$ cat src/rtl/fft_input_packer_if.sv
// Sample-in / vector-out bus of the FFT input packer.
// The packer uses the slave modport; the sample source and vector sink use master.
interface fft_input_packer_if #(
  parameter int DATA  = 9,
  parameter int ARRAY = 16
);
  logic                       din_valid;
  logic                       din_sof;
  logic signed [DATA-1:0]     din_re;
  logic signed [DATA-1:0]     din_im;
  logic                       valid_out;
  logic                       sof_out;
  logic [ARRAY-1:0][DATA-1:0] dout_re;
  logic [ARRAY-1:0][DATA-1:0] dout_im;
  logic                       frame_err;

  modport master (
    output din_valid, din_sof, din_re, din_im,
    input  valid_out, sof_out, dout_re, dout_im, frame_err
  );

  modport slave (
    input  din_valid, din_sof, din_re, din_im,
    output valid_out, sof_out, dout_re, dout_im, frame_err
  );
endinterface

$ cat src/rtl/fft_input_packer.sv
// Packs 16 serial complex samples into one lane vector, 32 vectors per frame, with SOF alignment.
// Optional idle-gap abort is built when FFT_PACK_GAP_CHK_EN is defined.
module fft_input_packer #(
  parameter int DATA    = 9,
  parameter int ARRAY   = 16,
  parameter int FRAME   = 512,
  parameter int GAP_MAX = 64
) (
  input  logic               clk,
  input  logic               rstn,
  fft_input_packer_if.slave  bus
);
  localparam int NVEC   = FRAME / ARRAY;
  localparam int LANE_W = (ARRAY > 1) ? $clog2(ARRAY) : 1;
  localparam int VEC_W  = (NVEC > 1) ? $clog2(NVEC) : 1;

  typedef enum logic {IDLE, RUN} state_t;

  state_t                     r_state;
  state_t                     w_nextState;
  logic [LANE_W-1:0]          r_laneCnt;
  logic [VEC_W-1:0]           r_vecCnt;
  logic [LANE_W-1:0]          w_lane;
  logic [VEC_W-1:0]           w_vec;
  logic [ARRAY-1:0][DATA-1:0] r_capRe;
  logic [ARRAY-1:0][DATA-1:0] r_capIm;
  logic [ARRAY-1:0][DATA-1:0] r_doutRe;
  logic [ARRAY-1:0][DATA-1:0] r_doutIm;
  logic                       r_validOut;
  logic                       r_sofOut;
  logic                       r_frameErr;
  logic                       w_accept;
  logic                       w_restart;
  logic                       w_lastLane;
  logic                       w_lastVec;
  logic                       w_abort;

`ifdef FFT_PACK_GAP_CHK_EN
  localparam int GAP_W = $clog2(GAP_MAX + 1);
  logic [GAP_W-1:0] r_gapCnt;

  // Consecutive idle cycles inside a frame; the GAP_MAX-th one aborts the frame.
  always_ff @(posedge clk or negedge rstn) begin
    if (!rstn) begin
      r_gapCnt <= '0;
    end else if (r_state != RUN || w_accept || w_abort) begin
      r_gapCnt <= '0;
    end else begin
      r_gapCnt <= r_gapCnt + 1'b1;
    end
  end

  assign w_abort = (r_state == RUN) && !bus.din_valid && (r_gapCnt == GAP_W'(GAP_MAX - 1));
`else
  logic [31:0] w_unusedGapMax;
  assign w_unusedGapMax = GAP_MAX;
  assign w_abort        = 1'b0;
`endif

  always_ff @(posedge clk or negedge rstn) begin
    if (!rstn) begin
      r_state <= IDLE;
    end else begin
      r_state <= w_nextState;
    end
  end

  always_comb begin
    w_nextState = r_state;
    if (w_accept) begin
      w_nextState = w_lastVec ? IDLE : RUN;
    end else if (w_abort) begin
      w_nextState = IDLE;
    end
  end

  // A SOF sample always lands in lane 0 of vector 0, whatever the counters held.
  always_comb begin
    w_accept   = bus.din_valid && (r_state == RUN || bus.din_sof);
    w_restart  = (r_state == RUN) && bus.din_valid && bus.din_sof &&
                 (r_vecCnt != '0 || r_laneCnt != '0);
    w_lane     = bus.din_sof ? '0 : r_laneCnt;
    w_vec      = bus.din_sof ? '0 : r_vecCnt;
    w_lastLane = w_accept && (w_lane == LANE_W'(ARRAY - 1));
    w_lastVec  = w_lastLane && (w_vec == VEC_W'(NVEC - 1));
  end

  always_ff @(posedge clk or negedge rstn) begin
    if (!rstn) begin
      r_laneCnt  <= '0;
      r_vecCnt   <= '0;
      r_capRe    <= '0;
      r_capIm    <= '0;
      r_doutRe   <= '0;
      r_doutIm   <= '0;
      r_validOut <= 1'b0;
      r_sofOut   <= 1'b0;
      r_frameErr <= 1'b0;
    end else begin
      r_validOut <= w_lastLane;
      r_sofOut   <= w_lastLane && (w_vec == '0);
      r_frameErr <= w_restart || w_abort;
      if (w_accept) begin
        r_capRe[w_lane] <= bus.din_re;
        r_capIm[w_lane] <= bus.din_im;
        if (w_lastLane) begin
          for (int k = 0; k < ARRAY; k++) begin
            r_doutRe[k] <= (k == ARRAY - 1) ? bus.din_re : r_capRe[k];
            r_doutIm[k] <= (k == ARRAY - 1) ? bus.din_im : r_capIm[k];
          end
          r_laneCnt <= '0;
          r_vecCnt  <= w_lastVec ? '0 : w_vec + 1'b1;
        end else begin
          r_laneCnt <= w_lane + 1'b1;
          r_vecCnt  <= w_vec;
        end
      end else if (w_abort) begin
        r_laneCnt <= '0;
        r_vecCnt  <= '0;
      end
    end
  end

  assign bus.valid_out = r_validOut;
  assign bus.sof_out   = r_sofOut;
  assign bus.dout_re   = r_doutRe;
  assign bus.dout_im   = r_doutIm;
  assign bus.frame_err = r_frameErr;
endmodule

$ cat src/flat_wrapper.sv
// flat-port wrapper written by rule: the top's interface ports become plain ports
module fft_input_packer_flat 
#(
  parameter int DATA    = 9,
  parameter int ARRAY   = 16,
  parameter int FRAME   = 512,
  parameter int GAP_MAX = 64
)
  (clk, rstn, bus_din_valid, bus_din_sof, bus_din_re, bus_din_im, bus_valid_out, bus_sof_out, bus_dout_re, bus_dout_im, bus_frame_err);
  fft_input_packer_if #(.DATA(DATA), .ARRAY(ARRAY)) bus_i ();
  input  logic clk;
  input  logic rstn;
  input wire logic [$bits(bus_i.din_valid)-1:0] bus_din_valid;
  input wire logic [$bits(bus_i.din_sof)-1:0] bus_din_sof;
  input wire logic [$bits(bus_i.din_re)-1:0] bus_din_re;
  input wire logic [$bits(bus_i.din_im)-1:0] bus_din_im;
  output wire logic [$bits(bus_i.valid_out)-1:0] bus_valid_out;
  output wire logic [$bits(bus_i.sof_out)-1:0] bus_sof_out;
  output wire logic [$bits(bus_i.dout_re)-1:0] bus_dout_re;
  output wire logic [$bits(bus_i.dout_im)-1:0] bus_dout_im;
  output wire logic [$bits(bus_i.frame_err)-1:0] bus_frame_err;
  assign bus_i.din_valid = bus_din_valid;
  assign bus_i.din_sof = bus_din_sof;
  assign bus_i.din_re = bus_din_re;
  assign bus_i.din_im = bus_din_im;
  assign bus_valid_out = bus_i.valid_out;
  assign bus_sof_out = bus_i.sof_out;
  assign bus_dout_re = bus_i.dout_re;
  assign bus_dout_im = bus_i.dout_im;
  assign bus_frame_err = bus_i.frame_err;
  fft_input_packer #(.DATA(DATA), .ARRAY(ARRAY), .FRAME(FRAME), .GAP_MAX(GAP_MAX)) u_core (.clk(clk), .rstn(rstn), .bus(bus_i));
endmodule
$ cat config.mk
export PLATFORM = sky130hd
export DESIGN_NAME = fft_input_packer_flat
export DESIGN_NICKNAME = d
export VERILOG_FILES = /design/src/rtl/fft_input_packer_if.sv /design/src/rtl/fft_input_packer.sv /design/src/flat_wrapper.sv
export SDC_FILE = /design/constraint.sdc
export NUM_CORES = 1
export LEC_CHECK = 0
export BUFFER_PORTS_ARGS = -buffer_cell sky130_fd_sc_hd__buf_2
export CORE_UTILIZATION = 35
export CTS_BUF_LIST = sky130_fd_sc_hd__clkbuf_16
export CTS_CLUSTER_SIZE = 28
export DETAILED_ROUTE_END_ITERATION = 10
export GPL_ROUTABILITY_DRIVEN = 1
export PLACE_DENSITY = 0.63
export SKIP_CTS_REPAIR_TIMING = 1
export SYNTH_ARGS = -nofsm -noshare
export SYNTH_HDL_FRONTEND = slang
export SYNTH_SLANG_ARGS = --single-unit
$ cat constraint.sdc
create_clock -name clk -period 2.82 [get_ports clk]
set_clock_uncertainty 0.05 [all_clocks]
set_input_delay 0.141 -clock clk [delete_from_list [all_inputs] [get_ports clk]]
set_output_delay 0.141 -clock clk [all_outputs]
set_load 0.005 [all_outputs]
After elaboration in Yosys (flattened, before gate mapping)
Index checks and enable logic that the tools add are counted.
{ "classes": {"addsub": 2, "n_mul": 0, "div_mod_pow": 0, "n_lt_le_gt_ge": 2, "eq_ne": 2, "shifts": 0, "mux": 10, "bitwise": 0, "reduce_logical": 14} }
{ "ops": {"columns": ["cell", "count"], "rows": [
  ["$bwmux W144", 2],
  ["$demux W9 S4", 1],
  ["$mux W5", 3],
  ["$mux W9", 1],
  ["$logic_and A1 B1 Y1", 8],
  ["$mux W4", 2],
  ["$add A5 B1 Y5 const B", 1],
  ["$eq A5 B5 Y1 const B", 1],
  ["$logic_not A5 Y1", 1],
  ["$lt A4 B5 Y1 const B", 1],
  ["$reduce_bool A5 Y1", 1],
  ["$add A4 B1 Y4 const B", 1],
  ["$eq A4 B4 Y1 const B", 1],
  ["$ge A4 B1 Y1 const B", 1],
  ["$reduce_bool A4 Y1", 1],
  ["$logic_or A1 B1 Y1", 2],
  ["$reduce_and A2 Y1", 1],
  ["$mux W1", 1]
]} }
{ "word_totals": {"register_bits": 589, "latchBits": 0, "ramBits": 0, "mem_bits_ro": 0, "in_bits": 22, "output_inout_bits": 291, "elab_cells": 100, "memories": 0} }

Depth between registers and ports, before layout
{ "logic_depth": {"ltp_word": 6, "depth_mapped": 10, "ltp_nobuf": 7} }

Worst setup path after synthesis
No wires, ideal clock.
{ "synth_timing": {"path_kind": "in2reg", "from": "input port bus_din_sof", "to": "register u_core.r_vecCnt[0]", "setup_ps": 67, "arrival_time_ps": 2326, "required_time_ps": 2703, "setup_slack_ps": 377, "path_stages": 9, "n_path_buf": 3, "path_cell_list": "buf_2 > buf_2 > clkbuf_1 > nor2b_1 > ha_1 > and4b_1 > ha_1 > nor4_1 > mux2_2"} }
{ "synth_via": {"elab_chain_len": 6, "elab_cells_between_ends": 11, "classes_between": "add/sub (1); eq/ne (2); mux (4); reduce/logical (4)"} }
{ "synth_lines": {"columns": ["element", "line_no", "text"], "rows": [
  ["start: declaration", "flat_wrapper.sv:14", "input wire logic [$bits(bus_i.din_sof)-1:0] bus_din_sof;"],
  ["branches (longest 6 deep; another with $add A5 B1 Y5)", null, null],
  ["end signal: assignment", "fft_input_packer.sv:112", "r_vecCnt <= w_lastVec ? '0 : w_vec + 1'b1;"],
  ["end signal: assignment", "fft_input_packer.sv:115", "r_vecCnt <= w_vec;"],
  ["end: declaration", "fft_input_packer.sv:22", "logic [VEC_W-1:0] r_vecCnt;"]
]} }
Parallel ways; which one is timed is not known.
A chain may end at the register's enable or synchronous reset.

Final worst setup path
{ "layout_timing": {"from": "register u_core.r_laneCnt[0]", "to": "register u_core.r_doutIm, in the netlist u_core.bus.dout_im[85]"} }
{ "layout_via": {"elab_chain_len": 4} }
{ "layout_lines": {"columns": ["element", "line_no", "text"], "rows": [
  ["start: declaration", "fft_input_packer.sv:21", "logic [LANE_W-1:0] r_laneCnt;"],
  ["start signal: assignment", "fft_input_packer.sv:114", "r_laneCnt <= w_lane + 1'b1;"],
  ["$mux W4", "fft_input_packer.sv:82", "w_lane = bus.din_sof ? '0 : r_laneCnt;"],
  ["$eq A4 B4 Y1", "fft_input_packer.sv:84", "w_lastLane = w_accept && (w_lane == LANE_W'(ARRAY - 1));"],
  ["$logic_and A1 B1 Y1", "fft_input_packer.sv:84", null],
  ["$reduce_and A2 Y1 (no line)", null, null],
  ["end signal: indexed assignment", "fft_input_packer.sv:109", "r_doutIm[k] <= (k == ARRAY - 1) ? bus.din_im : r_capIm[k];"],
  ["end: declaration", "fft_input_packer.sv:28", "logic [ARRAY-1:0][DATA-1:0] r_doutIm;"]
]} }
Every way passes these cells.

==> impl_metrics.toml <==
[critical_path]
rr_worst_depth = 7
r2r_end = "u_core.bus.dout_im[85]"
critical-path-max-stage-delay_ns = 0.41
cpMostUsedCell = "buf_12"
arrival_ns = 2.93
startpoint_type = "flip-flop"
worstSetupEndpointType = "flip-flop"
crit_family = "simple AND/OR/NAND/NOR gates"
crit_fanout = 40
crit_type = "flip-flop to flip-flop"
reg2reg_setup_slack_ns = 0.34
worstPathRequired_ns = 3.27
cp_slowest_cell = "dfrtp_1"
cp_num_buf_inv = 2
crit_chain = "nor2b_1 -> ha_1 -> nand4_1 -> nor2_4 -> buf_12 -> buf_12 -> mux2_2"
r2r_start = "u_core.r_laneCnt[0]"

[clock_tree]
path_clk_slew_ns = 0.06
cts_tree = "done"
ctsHtreeMaxLevel = 2
clockRootBuffer = "clkbuf_16"
cts.sinks = 571
clockBufferDepth = 3
clk_latency_ns = 0.62
cts_buffers = 60

[sta]
setup_ws_ns = 0.340
tightest_slew_ns = 0.766
rsz0062_at_grt = "false"
max-slew-margin-rel = 0.489
hold_ws_ns = 0.0116
drv_slew = 0
max_freq_ghz = 0.403
finalCritPeriodShare = 0.879
min_period_ns = 2.48
hold_viol_final = 0
fin_setup_tns_ns = 0
setup_viol = 0

[die]
std_cell_rows = 90
die-width_um = 251
die_h_um = 251
num_io_pins = 313
start_util = 0.357
die_area_mm2 = 0.0630
core_area_mm2 = 0.0608

[final_layout]
fillerInstances = 5465
area_delta_synth_final_pct = 21.5
diodes = 0
regArea_mm2 = 0.0143
drive_above_1_share = 0.582
multi_input_area_mm2 = 0.00692
nets = 1668

[logic_synthesis]
synth_ff_type = "dfrtp_1"
syn-num-nets = 1319
yosys.area.top_type = "dfrtp_1"
synth_top_area_frac = 0.658
yosys-top-cells-area = "dfrtp_1, mux2_2, mux2_1"
synth_common_cells = "dfrtp_1, mux2_2, mux2_1, buf_4, clkbuf_1"
syn_area_per_cell_um2 = 16.8
synth_edf_count = 0
ys_async_sr_fraction = 1.00
synth.most_common_cell = "dfrtp_1"
yosysSeqAreaShare = 0.658
syn_area_mm2 = 0.0217
yosysWarnings = 0
synthDistinctLibCells = 44
synth_cells = 1291
ys_ff_latch = 571

[placed_design]
gp_congestion = 0.750
post-dp-hpwl_um = 34700
io_buffers = 312
place_ws_ns = 0.328

[hold_path]
min_from = "bus_din_sof"
min_path_type = "input pin to flip-flop"
holdPathEnd = "u_core.r_laneCnt[0]"
hold_path_depth = 3

[power]
p_per_area_mw_per_mm2 = 702
power_leakage_nw = 14.1
irDropWorstVdd_mv = 0.480

[drt]
drt-pass1-iter-count = 4
drtIter0Drc = 559
drt-total-wl_um = 52900
final_antenna_net_count = 0
post_drt_wl_per_cell_um = 21.4
via_per_inst = 4.87
vias = 12000
drc = 0

[global_routing]
grtUsageTotal = 0.169
grt_max_degree = 85
grt_pass1_vias = 12600
antenna_found_initial = 3
grt-ovfl-total = 0
grt_pass1_wl_um = 80300

[run]
cap_violations = 0

[run_status]
outcome = "finished, final reports clean"
worst max-delay path by stage:
stage,from,to,slack [ns],depth (start not counted)
after floorplan,bus_din_sof,u_core.r_vecCnt[0],0.38,9
after global placement,u_core.r_laneCnt[0],u_core.bus.dout_im[87],0.33,7
after detailed placement,u_core.r_laneCnt[1],u_core.bus.dout_im[38],0.33,7
after CTS,u_core.r_laneCnt[0],u_core.bus.dout_im[79],0.35,7
after global routing,u_core.r_laneCnt[1],u_core.bus.dout_im[21],0.15,7
final,u_core.r_laneCnt[0],u_core.bus.dout_im[85],0.34,7
through the flow:
step	utilization	cells	cell area, µm²	total power, mW
2_1_floorplan	-	1291	21700	10.3
3_3_place_gp	0.401	2358	24400	10.7
3_5_place_dp	0.401	2358	24400	10.8
4_1_cts	0.433	2471	26300	18.8
5_1_grt	0.434	2473	26400	19.3
6_report	0.434	2473	26400	18.5
routing by layer:
layer,up-vias,routed length (µm),GRT usage
li1,5292,-,-
met1,6429,23100,0.224
met2,258,25200,0.271
met3,69,3500,0.0495
met4,0,1100,0.0437
met5,-,0,0
tightest hold or removal path, delay by kind of cell:
kind	cells	cell delay, ns
buffers and inverters	1	0.16
AOI/OAI and AO/OA	2	0.29
power by group:
group | switching [mW] | total, mW | internal [mW]
logic | 0.584 | 1.27 | 0.690
clock network | 3.25 | 7.87 | 4.62
registers | 0.384 | 9.38 | 8.99
cells by family after synthesis:
kind of cell / after synthesis / share of synthesized area
AOI/OAI and AO/OA: 25 / 0.00830
adders and majority gates: 6 / 0.00346
buffers and inverters: 81 / 0.0235
DFF: 571 / 0.658
muxes: 559 / 0.290
and+or+nand+nor: 49 / 0.0165
area by class of cell:
type                            instances  area share
Clock inverter                         51      0.0165
Multi-Input combinational cell        639       0.263
Sequential cell                       571       0.542
Clock buffer                           62      0.0588
Timing Repair Buffer                  363      0.0824
Inverter                                5    0.000712
Tap cell                              782      0.0371
sequential cells by signal, indices dropped and copies added (netlist names):
register              count
u_core.bus.dout_im      144
u_core.bus.sof_out        1
u_core.bus.frame_err      1
u_core.r_capIm          135
u_core.r_state            1
u_core.r_capRe          135
u_core.bus.valid_out      1
u_core.r_vecCnt           5
u_core.bus.dout_re      144
u_core.r_laneCnt          4
cells in the final DEF (no fill, tap or decap), drive strengths merged, types with 2 or more instances in the layout:
cell type and instances:
o21ai 8, bufinv 7, a22o 2, clkbuf 62, nand4 4, or4 2
nor3 5, nand3 7, buf 361, nand2b 3, nand2 5, o211ai 4
clkinv 25, nor2 6, inv 23, nor3b 2, dlygate4sd3 2, mux2 559
nor4 3, nor2b 6, a21oi 4, dfrtp 571, ha 6
No activity file was read; power rests on OpenSTA's default activity.
